[config.mk]
export PLATFORM = sky130hd
export DESIGN_NAME = arf038b064e1r1w0cbbehraa4acw_swt_obs_sched
export DESIGN_NICKNAME = d
export VERILOG_FILES = /design/src/rtl/arf038b064e1r1w0cbbehraa4acw_swt_obs_sched.sv
export SDC_FILE = /design/constraint.sdc
export NUM_CORES = 1
export LEC_CHECK = 0
export CORE_ASPECT_RATIO = 1.25
export CORE_MARGIN = 8
export CORE_UTILIZATION = 37
export CTS_CLUSTER_SIZE = 24
export DETAILED_ROUTE_END_ITERATION = 12
export GPL_TIMING_DRIVEN = 0
export HOLD_SLACK_MARGIN = 0.06
export PLACE_DENSITY = 0.75
export SYNTH_ARGS = -nofsm -noshare
export SYNTH_HDL_FRONTEND = slang
export SYNTH_SLANG_ARGS = --single-unit
[constraint.sdc]
create_clock -name clock -period 5 [get_ports clock]
set_clock_uncertainty 0.15 [all_clocks]
set_input_delay 0.75 -clock clock [delete_from_list [all_inputs] [get_ports clock]]
set_output_delay 0.75 -clock clock [all_outputs]
set_load 0.02 [all_outputs]
[src/rtl/arf038b064e1r1w0cbbehraa4acw_swt_obs_sched.sv]
// Scan Write-Thru observation scheduler: round-robin shares one XOR-compaction
// and rotate-XOR signature stage among memory-port requesters, with a valid/ready readout.
//
// state | meaning
// IDLE  | waiting for start; signature and remaining held
// RUN   | arbitrating port requests and folding captures into the signature
// DRAIN | signature final, presented on sig_out/sig_vld until sig_rdy
module arf038b064e1r1w0cbbehraa4acw_swt_obs_sched #(
  parameter int NUM_PORTS    = 2,
  parameter int OBS_PIN_NUM  = 16,
  parameter int OBS_XOR_SIZE = 3,
  parameter int OBS_FLOP_NUM = (OBS_PIN_NUM + OBS_XOR_SIZE - 1) / OBS_XOR_SIZE,
  parameter int CNT_W        = 8
) (
  input  logic                             clock,
  input  logic                             reset,
  input  logic                             start,
  input  logic [CNT_W-1:0]                 num_captures,
  input  logic [NUM_PORTS-1:0]             req_vld,
  input  logic [NUM_PORTS*OBS_PIN_NUM-1:0] req_in,
  output logic [NUM_PORTS-1:0]             req_gnt,
  output logic                             busy,
  output logic [CNT_W-1:0]                 remaining,
  output logic [OBS_FLOP_NUM-1:0]          sig_out,
  output logic                             sig_vld,
  input  logic                             sig_rdy,
  output logic                             done
);

  localparam int PTR_W = (NUM_PORTS > 1) ? $clog2(NUM_PORTS) : 1;

  typedef enum logic [1:0] {
    S_IDLE,
    S_RUN,
    S_DRAIN
  } state_t;

  state_t                  state_q, state_d;
  logic [OBS_FLOP_NUM-1:0] sig_q, sig_d, sig_rot, obs;
  logic [CNT_W-1:0]        rem_q, rem_d;
  logic [PTR_W-1:0]        ptr_q, ptr_d, gnt_idx, ptr_after;
  logic                    gnt_any;
  logic [OBS_PIN_NUM-1:0]  slice;
  logic [PTR_W:0]          scan;

  // Search from ptr_q upward with wrap; ptr_q and k are both below NUM_PORTS,
  // so a single conditional subtract is enough to wrap.
  always_comb begin
    gnt_any = 1'b0;
    gnt_idx = '0;
    scan    = '0;
    for (int k = 0; k < NUM_PORTS; k++) begin
      scan = {1'b0, ptr_q} + (PTR_W+1)'(k);
      if (scan >= (PTR_W+1)'(NUM_PORTS)) scan = scan - (PTR_W+1)'(NUM_PORTS);
      if (!gnt_any && req_vld[scan[PTR_W-1:0]]) begin
        gnt_any = 1'b1;
        gnt_idx = scan[PTR_W-1:0];
      end
    end
  end

  always_comb begin
    slice = '0;
    for (int p = 0; p < NUM_PORTS; p++) begin
      if (gnt_idx == PTR_W'(p)) slice = req_in[p*OBS_PIN_NUM +: OBS_PIN_NUM];
    end
  end

  // The last group may be short when OBS_PIN_NUM is not a multiple of the group size.
  always_comb begin
    obs = '0;
    for (int i = 0; i < OBS_FLOP_NUM; i++) begin
      for (int b = 0; b < OBS_XOR_SIZE; b++) begin
        if (i*OBS_XOR_SIZE + b < OBS_PIN_NUM) obs[i] = obs[i] ^ slice[i*OBS_XOR_SIZE + b];
      end
    end
  end

  generate
    if (OBS_FLOP_NUM == 1) begin : g_rot1
      assign sig_rot = sig_q;
    end else begin : g_rotn
      assign sig_rot = {sig_q[OBS_FLOP_NUM-2:0], sig_q[OBS_FLOP_NUM-1]};
    end
  endgenerate

  assign ptr_after = (gnt_idx == PTR_W'(NUM_PORTS-1)) ? '0 : gnt_idx + PTR_W'(1);

  always_comb begin
    state_d = state_q;
    sig_d   = sig_q;
    rem_d   = rem_q;
    ptr_d   = ptr_q;
    req_gnt = '0;
    busy    = 1'b0;
    sig_vld = 1'b0;
    done    = 1'b0;
    case (state_q)
      S_IDLE: begin
        if (start) begin
          sig_d   = '0;
          rem_d   = num_captures;
          state_d = (num_captures != '0) ? S_RUN : S_DRAIN;
        end
      end
      S_RUN: begin
        busy = 1'b1;
        if (gnt_any) begin
          req_gnt[gnt_idx] = 1'b1;
          sig_d = sig_rot ^ obs;
          rem_d = rem_q - CNT_W'(1);
          ptr_d = ptr_after;
          if (rem_q == CNT_W'(1)) state_d = S_DRAIN;
        end
      end
      S_DRAIN: begin
        busy    = 1'b1;
        sig_vld = 1'b1;
        if (sig_rdy) begin
          done    = 1'b1;
          state_d = S_IDLE;
        end
      end
      default: state_d = S_IDLE;
    endcase
  end

  always_ff @(posedge clock) begin
    if (reset) begin
      state_q <= S_IDLE;
      sig_q   <= '0;
      rem_q   <= '0;
      ptr_q   <= '0;
    end else begin
      state_q <= state_d;
      sig_q   <= sig_d;
      rem_q   <= rem_d;
      ptr_q   <= ptr_d;
    end
  end

  assign sig_out   = sig_q;
  assign remaining = rem_q;

endmodule

==> results.md, run 1 <==
- The flow ran to the end, and the final reports show no timing, DRC or antenna violations.
- Entering global routing, the biggest net connects 11 pins.
- Summing every instance area after synthesis gives 1300 µm².
- The critical path is of the input port to output pin type.
- In this run the number of H-tree levels came out at 1.
- The worst voltage drop across the vdd grid is 287 µV.
- In the routed design, unresolved DRC markers number 0.
- The highest net fanout along the worst path is 10.
- In this run the core area contains 24 standard-cell rows.
- In this run, CTS created clock tree buffers numbering 3.
- Synthesis instantiated 42 different standard cells from the library.
- The startpoint type of the worst setup path is an input port.
- Buffers added to address setup during post-CTS repair amount to 0.
- After layout, the worst setup slack is 1.68 ns.
- Clock-pin slew was measured on the worst setup and hold paths at 0.07 ns.
- The library cell used most frequently in the layout, excluding fill and tap cells, is clkdlybuf4s50_1.
- The setup TNS after final layout is 0 ns.
- For this run, the detailed router's first-pass iteration total came to 4.
- The antenna diode instance count is 0.
- Counting I/O delays and the setup requirement, the final critical path takes 3.32 ns.
- The initial antenna violation count is 0.
- The via count of the first global-routing pass is 1,613.
- The core area is 3420 µm².
- The relative slew slack is 58.6%.
- The total overflow left after global routing is 0.
- In this run, synthesis produced a sequential element count of 17.
- The kind of capture point of the worst setup path is an output pin.
- The post-route antenna net violation count is 0.
- The share of cells above drive strength 1 is 4.93%.
- Each instance of the synthesized netlist takes up on average 8.40 µm².
- For the worst setup path, the data required time is 4.10 ns.
- Walking the worst path, the cells encountered are clkdlybuf4s50_1, clkbuf_1, and3_1, clkdlybuf4s50_1.
- The number of endpoints failing setup at the final stage is 0.
- The number of slew-limit violations in the final report was 0.
- After the last flow step, the layout net total stands at 275.
- The global-route wire length before repair is 6890 µm.
- The worst hold path class is register to register.
- The clock tree buffer depth is 2.
- Among the stages of the critical path, the cell type that occurs most often is clkdlybuf4s50_1.
- Sequential cells were found to cover 26.2% of the synthesized design area.
- TritonCTS built the clock tree.
- In the final routed layout, each cell accounts on average for 15.2 µm.
- The clock reaches the later pin of the worst-skew pair after 0.25 ns.
- The area of the die is 5680 µm².
- In this run, synthesis inferred 0 flip-flops with an integrated enable.
- Before CTS, the worst setup slack after placement is 1.70 ns.
- The chip height is 82.3 µm.
- The data arrival time of the critical path is 2.42 ns.
- After detailed routing, the number of vias per cell comes to 5.66.
- CTS placed an instance of clkbuf_8 at the clock tree root.
- For this design the static power due to leakage is 0.715 nW.
- The biggest area contributor in the post-synthesis netlist is dfxtp_1.
- Global routing used 14.1% of the available tracks.
- The count of input and output buffers is 64.
- The routed layout has 1,484 vias.
- The die width is 69.0 µm.
- Measured on the finished design, the core utilization comes to 59.5%.
- Setup repair after global routing left no endpoint under its margin.
- In this design, the stage delay of the slowest critical-path cell is 0.61 ns.
- The library cells used most frequently in the layout, excluding fill and tap cells, are clkdlybuf4s50_1, xnor2_1, dfxtp_1, a21oi_1, nor2_1.
- The hold buffer count at cts is 0.
- The area fraction of the dominant cell type after synthesis is 26.2%.
- Dividing total power by cell area gives a power density of 471 nW/µm².
- The number of instances in the synthesized netlist is 155.
- The number of failing hold endpoints at the final stage is 0.
- The first routing iteration left 104 violations.
- The post-synthesis async set-or-reset flop share is 0%.
- The transition time of the tightest slew-check pin is 0.620 ns.
- The flip-flop cell with the highest count after synthesis is dfxtp_1.
- For this design, the slowest cell found on the critical path is clkdlybuf4s50_1.
- Wires add up to 3980 µm.
- The completed layout was analyzed and its total power is 0.959 mW.
- Across the run, the number of max-cap violations was 0.
- When the netlist entered floorplanning its net count stood at 206.
- Of the available clock period, the critical path in the final layout requires 66.4%.
- The placer's final routability congestion estimate is 0.830.
- Derived from the worst setup path, the maximum achievable clock frequency is 301 MHz.
- Pin placement for this block handled 65 I/O pins.
- The estimated wirelength of the detail-placed design is 3250 µm.
- In the post-synthesis netlist, the biggest area contributors are dfxtp_1, xnor2_1, ha_1.
- The Yosys step of the flow raised 0 warnings.
- The starting utilization of the core area is 38.0%.
- Clock tree synthesis found a total of 17 sinks.
- Compared with the post-synthesis result, the final layout area differs by 56.5%.
- Once the clock tree was built, the resizer swapped 0 gates to a different size.
-- final timing paths --
check | startpoint | endpoint | slack [ns] | cells after the start
max reg2reg | state_q[1] | remaining[7] | 2.76 | 7
min reg2reg | ptr_q | ptr_q | 0.36 | 1
max | req_vld[1] | req_gnt[1] | 1.68 | 4
min | ptr_q | ptr_q | 0.36 | 1
-- cell families after synthesis --
logic type / share of synthesized area (%)
buffers and inverters: 3.56
adder cells (fa/ha/maj): 4.81
AND/OR/NAND/NOR: 19.4
flip-flops: 26.2
AO/OA/AOI/OAI: 32.6
XOR/XNOR: 13.5
-- critical path, delay by kind of cell --
family	cells	cell delay, ns
buffers and inverters	3	1.43
AND/OR/NAND/NOR	1	0.24
-- Yosys cell counts, types with 3 or more instances --
cell / instances
dfxtp_1: 17
nor2b_1: 4
a22o_1: 5
xnor2_1: 20
nand2_1: 7
nand3_1: 3
a211oi_1: 4
clkbuf_1: 4
nor4_1: 3
a221o_1: 5
o221ai_1: 5
a21oi_1: 11
o21ai_0: 9
ha_1: 5
inv_1: 6
nand2b_1: 5
nor2_1: 10
-- metal layers --
layer  routed length [µm]  track usage, %  vias up
met2                 1930            26.0       66
met3                  383            5.85        6
li1                     -               -      731
met5                    0               0        -
met1                 1630            14.0      681
met4                   36            4.93        0
-- area by class of cell --
class	instances	area [µm²]
repair buffers	64	641
inverters	7	26.3
fillers	311	1390
well taps	39	48.8
flip-flops and latches	17	340
multi-input cells	126	915
clock buffers	3	41.3
plain buffers	5	20.0
clock inverters	1	5.00
-- through the flow --
step	cells	instance area, µm²	hold slack, ns
6_report	262	2040	0.360
5_1_grt	262	2040	0.412
4_1_cts	262	2040	0.361
3_5_place_dp	258	1990	0.343
3_3_place_gp	258	1990	0.334
2_1_floorplan	155	1300	0.312
-- registers in the layout, indices dropped and copies added, names as in the netlist --
signal and cells:
sig_out 6, state_q 2, remaining 8, ptr_q 1
-- power by group --
group / switching [mW] / internal, mW
clock: 0.0491 / 0.0553
sequential: 0.0663 / 0.187
combinational: 0.309 / 0.292
(Power assumes the default switching activity.)
==> run 2: changes to the inputs <==
--- a/config.mk
+++ b/config.mk
@@ -7,12 +7,12 @@
 export LEC_CHECK = 0
 export CORE_ASPECT_RATIO = 1.25
 export CORE_MARGIN = 8
-export CORE_UTILIZATION = 37
+export CORE_UTILIZATION = 36
 export CTS_CLUSTER_SIZE = 24
 export DETAILED_ROUTE_END_ITERATION = 12
 export GPL_TIMING_DRIVEN = 0
 export HOLD_SLACK_MARGIN = 0.06
-export PLACE_DENSITY = 0.75
+export PLACE_DENSITY = 0.76
 export SYNTH_ARGS = -nofsm -noshare
 export SYNTH_HDL_FRONTEND = slang
 export SYNTH_SLANG_ARGS = --single-unit
==> constraint.sdc (replaced) <==
create_clock -name clock -period 3.05 [get_ports clock]
set_clock_uncertainty 0.15 [all_clocks]
set_input_delay 0.4575 -clock clock [delete_from_list [all_inputs] [get_ports clock]]
set_output_delay 0.4575 -clock clock [all_outputs]
set_load 0.02 [all_outputs]
==> run 2 against run 1 <==
  * Non-clock buffer count is 1 lower
  * Total power is 63% higher
  * First-iteration DRC count is 16% higher
  * Final cell count is 0.38% lower
  * Sequential share of layout area hardly changed
  * Worst setup slack worse by 1.3 ns
  * Clock power is 64% higher
  * Register-to-register slack worse by 1.9 ns
  * Combinational power is 63% higher
  * Final area is 0.18% lower
  * Highest routed layer unchanged
  * Count of clock-buffer cells in the layout stayed put
==> results.md, run 2 (synthesis results as in run 1) <==
- The maximum number of pins on one net before global-route repair is 11 (unchanged).
- Top library cells by usage in the layout, fill and taps aside: clkdlybuf4s50_1, xnor2_1, dfxtp_1, a21oi_1, nor2_1 (unchanged).
- The detailed-route DRC error count is 0 (unchanged).
- The routed wire length is 3900 µm (was 3980 µm).
- The total power divided by cell area is 769 nW/µm² (was 471 nW/µm²).
- The initial antenna violation count was 0 (unchanged).
- The number of vias in the routed layout is 1,433 (was 1,484).
- The core area is 3480 µm² (was 3420 µm²).
- The data arrival time of the critical path is 2.10 ns (was 2.42 ns).
- The number of endpoints failing setup at the final stage is 0 (unchanged).
- The transition time of the tightest slew-check pin came to 0.613 ns (was 0.620 ns).
- The worst voltage drop across the vdd grid was 454 µV (was 287 µV).
- Result of the run: complete, no violations (unchanged).
- The estimated wirelength of the detail-placed design is 3190 µm (was 3250 µm).
- The timing-limited maximum frequency is 370 MHz.
- The area of the die is 5810 µm² (was 5680 µm²).
- The layout net count is 274 (was 275).
- The clock tree buffer depth is 2 (unchanged).
- The number of levels in the clock H-tree is 1 (unchanged).
- The number of failing hold endpoints at the final stage is 0 (unchanged).
- The count of input and output buffers is 64 (unchanged).
- The share of cells above drive strength 1 is 4.95% (was 4.93%).
- The max capacitance violation total is 0 (unchanged).
- The leakage component of the power came to 0.714 nW (was 0.715 nW).
- The source-to-sink clock delay at the later pin of the worst-skew pair is 0.25 ns (about the same).
- The startpoint type of the worst setup path is an input port (unchanged).
- The worst hold path class is register to register (unchanged).
- The post-route antenna net violation count is 0 (unchanged).
- The worst setup path category is input port to output pin (unchanged).
- The leading cell type in the layout, fill and taps excluded is clkdlybuf4s50_1 (unchanged).
- The starting utilization of the core area is 37.4% (was 38.0%).
- The antenna diode instance count came to 0 (unchanged).
- The number of slew-limit violations in the final report is 0 (unchanged).
- The count of standard-cell rows is 24 (unchanged).
- The area growth from synthesis to final layout was 56.3% (was 56.5%).
- The final core utilization is 58.4% (was 59.5%).
- The setup TNS after final layout is 0 ns (unchanged).
- The detailed-routing wirelength on met1 is 1700 µm (was 1630 µm).
- The number of iterations in the first detailed-routing pass is 4 (unchanged).
- The via count of the first global-routing pass is 1,398 (was 1,613).
- The root buffer selected by CTS is clkbuf_8 (unchanged).
- The CTS buffer count is 3 (unchanged).
- The average routed wire per standard cell is 14.9 µm (was 15.2 µm).
- The kind of capture point of the worst setup path is an output pin (unchanged).
- The met2 wire length is 1820 µm (was 1930 µm).
- The die width came to 69.8 µm (was 69.0 µm).
- The uppermost layer routed is met4 (unchanged).
- The global-route wire length before repair came to 6370 µm (was 6890 µm).
- The share of the clock period used by the worst path is 88.6%.
- The clock sink count was 17 (unchanged).
- The required arrival time at the worst endpoint is 2.44 ns (was 4.10 ns).
- Unrepaired setup endpoints after global routing: no (unchanged).
- The worst-case register-to-register setup slack is 0.87 ns (was 2.76 ns).
- The met3 routed wirelength is 351 µm (was 383 µm).
- The number of design-rule violations left by the first detailed-router iteration came to 121 (was 104).
- The number of vias per cell is 5.49 (was 5.66).
- The leftover overflow at the end of global routing is 0 (unchanged).
- The relative slew slack is 59.1% (was 58.6%).
- The chip height is 83.2 µm (was 82.3 µm).
- The highest net fanout along the worst path came to 10 (unchanged).
- The overall fraction of global-route tracks in use is 12.6% (was 14.1%).
- The number of flip-flops under the largest register name is 8 (unchanged).
- The smallest clock period supported by the final layout is computed as 2.70 ns.
- The TritonCTS clock tree is yes (unchanged).
- The placer's final routability congestion estimate is 0.855 (was 0.830).
- The clock-pin slew of the registers on the worst-case setup and hold paths is 0.07 ns (about the same).
- The I/O pin total is 65 (unchanged).
## run 2: final cells by class
class	count	area (µm²)
Timing Repair Buffer	64	641
Tap cell	39	48.8
Fill cell	325	1450
Buffer	4	16.3
Sequential cell	17	340
Clock buffer	3	41.3
Multi-Input combinational cell	126	915
Clock inverter	1	5.00
Inverter	7	26.3
## run 2: power by group
part	internal [mW]	switching [mW]	total, mW
Sequential	0.307	0.105	0.413
Combinational	0.477	0.502	0.979
Clock	0.0905	0.0805	0.171
## run 2: what timing repair did
item                                    in CTS  in global routing
setup buffers                                0                  0
hold endpoints to repair                     0                  0
endpoints found under the setup margin       0                  2
gates resized for setup                      0                  0
hold buffers                                 0                  0
## run 2: through the flow
step           hold slack (ns)  worst slack, ns  cell area [µm²]  instances  total power, mW
2_1_floorplan            0.312            0.963             1300        155             1.03
3_3_place_gp             0.332            0.342             1990        258             1.39
3_5_place_dp             0.336            0.345             1990        258             1.40
4_1_cts                  0.349            0.120             2040        262             1.58
5_1_grt                  0.397            0.158             2030        261             1.69
6_report                 0.355            0.346             2030        261             1.56
## run 2: path summary, 6_finish.rpt
check,start,to,cells after the start
setup / recovery,req_vld[1],req_gnt[1],4
hold / removal,ptr_q,ptr_q,1
setup reg to reg,state_q[0],remaining[7],7
hold reg to reg,ptr_q,ptr_q,1
## run 2: worst max-delay path: stages
cell and delay (ns):
clkdlybuf4s50_1 0.49, clkbuf_1 0.32, and3_1 0.22, clkdlybuf4s50_1 0.60
## run 2: routing by layer
layer  vias to the layer above  global-route usage [%]
li1                        729                       -
met1                       649                    13.6
met2                        53                    21.3
met3                         2                    5.83
met4                         0                    3.30
met5                         -                       0
==> run 3: changes to the inputs <==
--- a/config.mk
+++ b/config.mk
@@ -5,14 +5,15 @@
 export SDC_FILE = /design/constraint.sdc
 export NUM_CORES = 1
 export LEC_CHECK = 0
+export ABC_AREA = 1
 export CORE_ASPECT_RATIO = 1.25
 export CORE_MARGIN = 8
-export CORE_UTILIZATION = 36
+export CORE_UTILIZATION = 37
 export CTS_CLUSTER_SIZE = 24
 export DETAILED_ROUTE_END_ITERATION = 12
 export GPL_TIMING_DRIVEN = 0
 export HOLD_SLACK_MARGIN = 0.06
-export PLACE_DENSITY = 0.76
+export PLACE_DENSITY = 0.74
 export SYNTH_ARGS = -nofsm -noshare
 export SYNTH_HDL_FRONTEND = slang
 export SYNTH_SLANG_ARGS = --single-unit
==> run 3 against run 2 <==
  * Register-to-register slack better by 0.32 ns
  * Core utilization is 1.8 points lower
  * Largest cell class unchanged
  * Global-route usage is 1.4 points higher
  * Synthesized cell count is 72% higher
  * Critical endpoint is now req_gnt[0]
==> results.md, run 3 <==
- Unrepaired setup endpoints after global routing: no (unchanged).
- Top cells by area in the synthesized netlist: nand2_1, dfxtp_1, inv_1 (was dfxtp_1, xnor2_1, ha_1).
- The hold buffer count at cts was 0 (unchanged).
- The maximum number of pins on one net before global-route repair is 11 (unchanged).
- The area fraction of the dominant cell type after synthesis is 23.5% (was 26.2%).
- Top library cells by usage in the layout, fill and taps aside: nand2_1, clkdlybuf4s50_1, inv_1, nand3_1, a21oi_1 (was clkdlybuf4s50_1, xnor2_1, dfxtp_1, a21oi_1, nor2_1).
- The count of input and output buffers was 63 (was 64).
- The total number of yosys warnings came to 0 (unchanged).
- The startpoint type of the worst setup path is an input port (unchanged).
- The routed wire length is 4400 µm (was 3900 µm).
- The TritonCTS clock tree is yes (unchanged).
- The relative slew slack is 63.5% (was 59.1%).
- The number of instances in the synthesized netlist came to 266 (was 155).
- The number of flip-flops under the largest register name is 8 (unchanged).
- The antenna diode instance count is 0 (unchanged).
- The flip-flop cell with the highest count after synthesis was dfxtp_1 (unchanged).
- The I/O pin total is 65 (unchanged).
- The per-instance average area after synthesis is 5.70 µm² (was 8.40 µm²).
- The source-to-sink clock delay at the later pin of the worst-skew pair is 0.26 ns (was 0.25 ns).
- The core area is 4000 µm² (was 3480 µm²).
- The post-synthesis async set-or-reset flop share is 0% (unchanged).
- The average routed wire per standard cell came to 11.3 µm (was 14.9 µm).
- The layout net count is 385 (was 274).
- Most numerous cell types in the synthesized netlist: nand2_1, inv_1, nand3_1 (was xnor2_1, dfxtp_1, a21oi_1).
- The starting utilization of the core area is 37.9% (was 37.4%).
- The number of failing hold endpoints at the final stage was 0 (unchanged).
- The cell count after placement was 385 (was 258).
- The number of standard cells in the layout, taps in and fillers out is 389 (was 261).
- The CTS buffer count is 3 (unchanged).
- The number of vias per cell was 4.64 (was 5.49).
- The number of nets produced by synthesis came to 317 (was 206).
- The number of endpoints failing setup at the final stage is 0 (unchanged).
- The number of buffers inserted by post-CTS setup repair is 0 (unchanged).
- The post-synth design cell area is 1520 µm² (was 1300 µm²).
- The transition time of the tightest slew-check pin came to 0.548 ns (was 0.613 ns).
- The die width is 73.3 µm (was 69.8 µm).
- The count of state elements after synthesis is 17 (unchanged).
- The number of iterations in the first detailed-routing pass is 4 (unchanged).
- The highest net fanout along the worst path came to 10 (unchanged).
- The worst voltage drop across the vdd grid is 438 µV (was 454 µV).
- The clock-pin slew of the registers on the worst-case setup and hold paths is 0.06 ns (was 0.07 ns).
- The leftover overflow at the end of global routing is 0 (unchanged).
- The data arrival time of the critical path is 2.16 ns (was 2.10 ns).
- The register area share after synthesis was 22.4% (was 26.2%).
- The cell type contributing the most total cell area after synthesis is nand2_1 (was dfxtp_1).
- The required arrival time at the worst endpoint is 2.44 ns (about the same).
- The detailed-route DRC error count is 0 (unchanged).
- The number of distinct standard cells referenced by the synthesized netlist is 26 (was 42).
- The root buffer selected by CTS is clkbuf_8 (unchanged).
- The kind of capture point of the worst setup path is an output pin (unchanged).
- The setup TNS after final layout was 0 ns (unchanged).
- The leading cell type in the layout, fill and taps excluded is nand2_1 (was clkdlybuf4s50_1).
- The global-route wire length before repair is 7340 µm (was 6370 µm).
- The power after layout is 1.49 mW (was 1.56 mW).
- The shortest period the worst path allows is 2.77 ns (was 2.70 ns).
- The share of the clock period used by the worst path is 90.8% (was 88.6%).
- The via count of the first global-routing pass is 1,732 (was 1,398).
- The number of enable flip-flop cells after synthesis came to 0 (unchanged).
- The area of the die is 6420 µm² (was 5810 µm²).
- The max capacitance violation total came to 0 (unchanged).
- The worst hold path class is register to register (unchanged).
- The total power divided by cell area came to 659 nW/µm² (was 769 nW/µm²).
- The number of levels in the clock H-tree is 1 (unchanged).
- The number of slew-limit violations in the final report is 0 (unchanged).
- The post-route antenna net violation count is 0 (unchanged).
- The share of cells above drive strength 1 came to 5.41% (was 4.95%).
- The estimated wirelength of the detail-placed design is 3600 µm (was 3190 µm).
- The count of standard-cell rows is 26 (was 24).
- The worst setup path category is input port to output pin (unchanged).
- The clock tree buffer depth is 2 (unchanged).
- The initial antenna violation count was 0 (unchanged).
- The area growth from synthesis to final layout is 49.3% (was 56.3%).
- The placer's final routability congestion estimate is 0.859 (was 0.855).
- The clock sink count is 17 (unchanged).
- The number of gates resized after cts came to 0 (unchanged).
- The leakage component of the power is 1.08 nW (was 0.714 nW).
- The chip height was 87.6 µm (was 83.2 µm).
- The number of design-rule violations left by the first detailed-router iteration came to 65 (was 121).
- The dominant cell by count in the synthesized netlist is nand2_1 (was xnor2_1).
- Result of the run: complete, no violations (unchanged).
- The timing-limited maximum frequency came to 361 MHz (was 370 MHz).
- The overall fraction of global-route tracks in use is 14.0% (was 12.6%).
- The number of vias in the routed layout is 1,806 (was 1,433).
[run 3: layout make-up]
type | count | area [µm²]
inverters | 48 | 183
clock buffers | 3 | 41.3
clock inverters | 1 | 5.00
multi-input cells | 195 | 940
flip-flops and latches | 17 | 340
well taps | 56 | 70.1
plain buffers | 6 | 53.8
fillers | 432 | 1740
repair buffers | 63 | 631
[run 3: worst max-delay path, cell delays in order]
cell and delay [ns]:
clkdlybuf4s50_1 0.55, nand2_4 0.11, nand2_2 0.15, buf_6 0.16, nand2_1 0.08, inv_1 0.05, clkdlybuf4s50_1 0.59
[run 3: kinds of logic (layout without fill, tap and decap cells)]
group	Yosys count	in the layout	share of synthesized area, %
and+or+nand+nor	147	147	40.8
buffers and inverters	54	121	15.6
AOI/OAI and AO/OA	38	38	14.2
DFF	17	17	22.4
adders and majority gates	5	5	4.13
xor gates and xnor gates	5	5	2.89
[run 3: where the power goes]
part	internal, mW	total, mW	switching (mW)
Sequential	0.293	0.357	0.0647
Combinational	0.412	0.959	0.547
Clock	0.0909	0.176	0.0853
Total	0.796	1.49	0.697
[run 3: per-stage QoR]
stage / hold slack [ns] / util (%) / setup WS, ns / area (µm²)
final: 0.322 / 56.6 / 0.281 / 2260
after global routing: 0.352 / 56.6 / 0.186 / 2260
after CTS: 0.324 / 56.6 / 0.254 / 2260
after detailed placement: 0.313 / 55.4 / 0.256 / 2220
after global placement: 0.303 / 55.4 / 0.276 / 2220
after floorplan: 0.295 / - / 1.28 / 1520
[run 3: final timing paths]
path | start | endpoint | slack, ns | cells after the start
max reg2reg | state_q[1] | sig_out[0] | 1.19 | 10
min | ptr_q | ptr_q | 0.32 | 2
min reg2reg | ptr_q | ptr_q | 0.32 | 2
max | req_vld[0] | req_gnt[0] | 0.28 | 7
[run 3: metal layers]
layer,GRT usage [%],share of wire [%]
met5,0,0
met4,4.20,1.0
met3,3.67,7.5
met2,25.4,47
met1,15.2,45
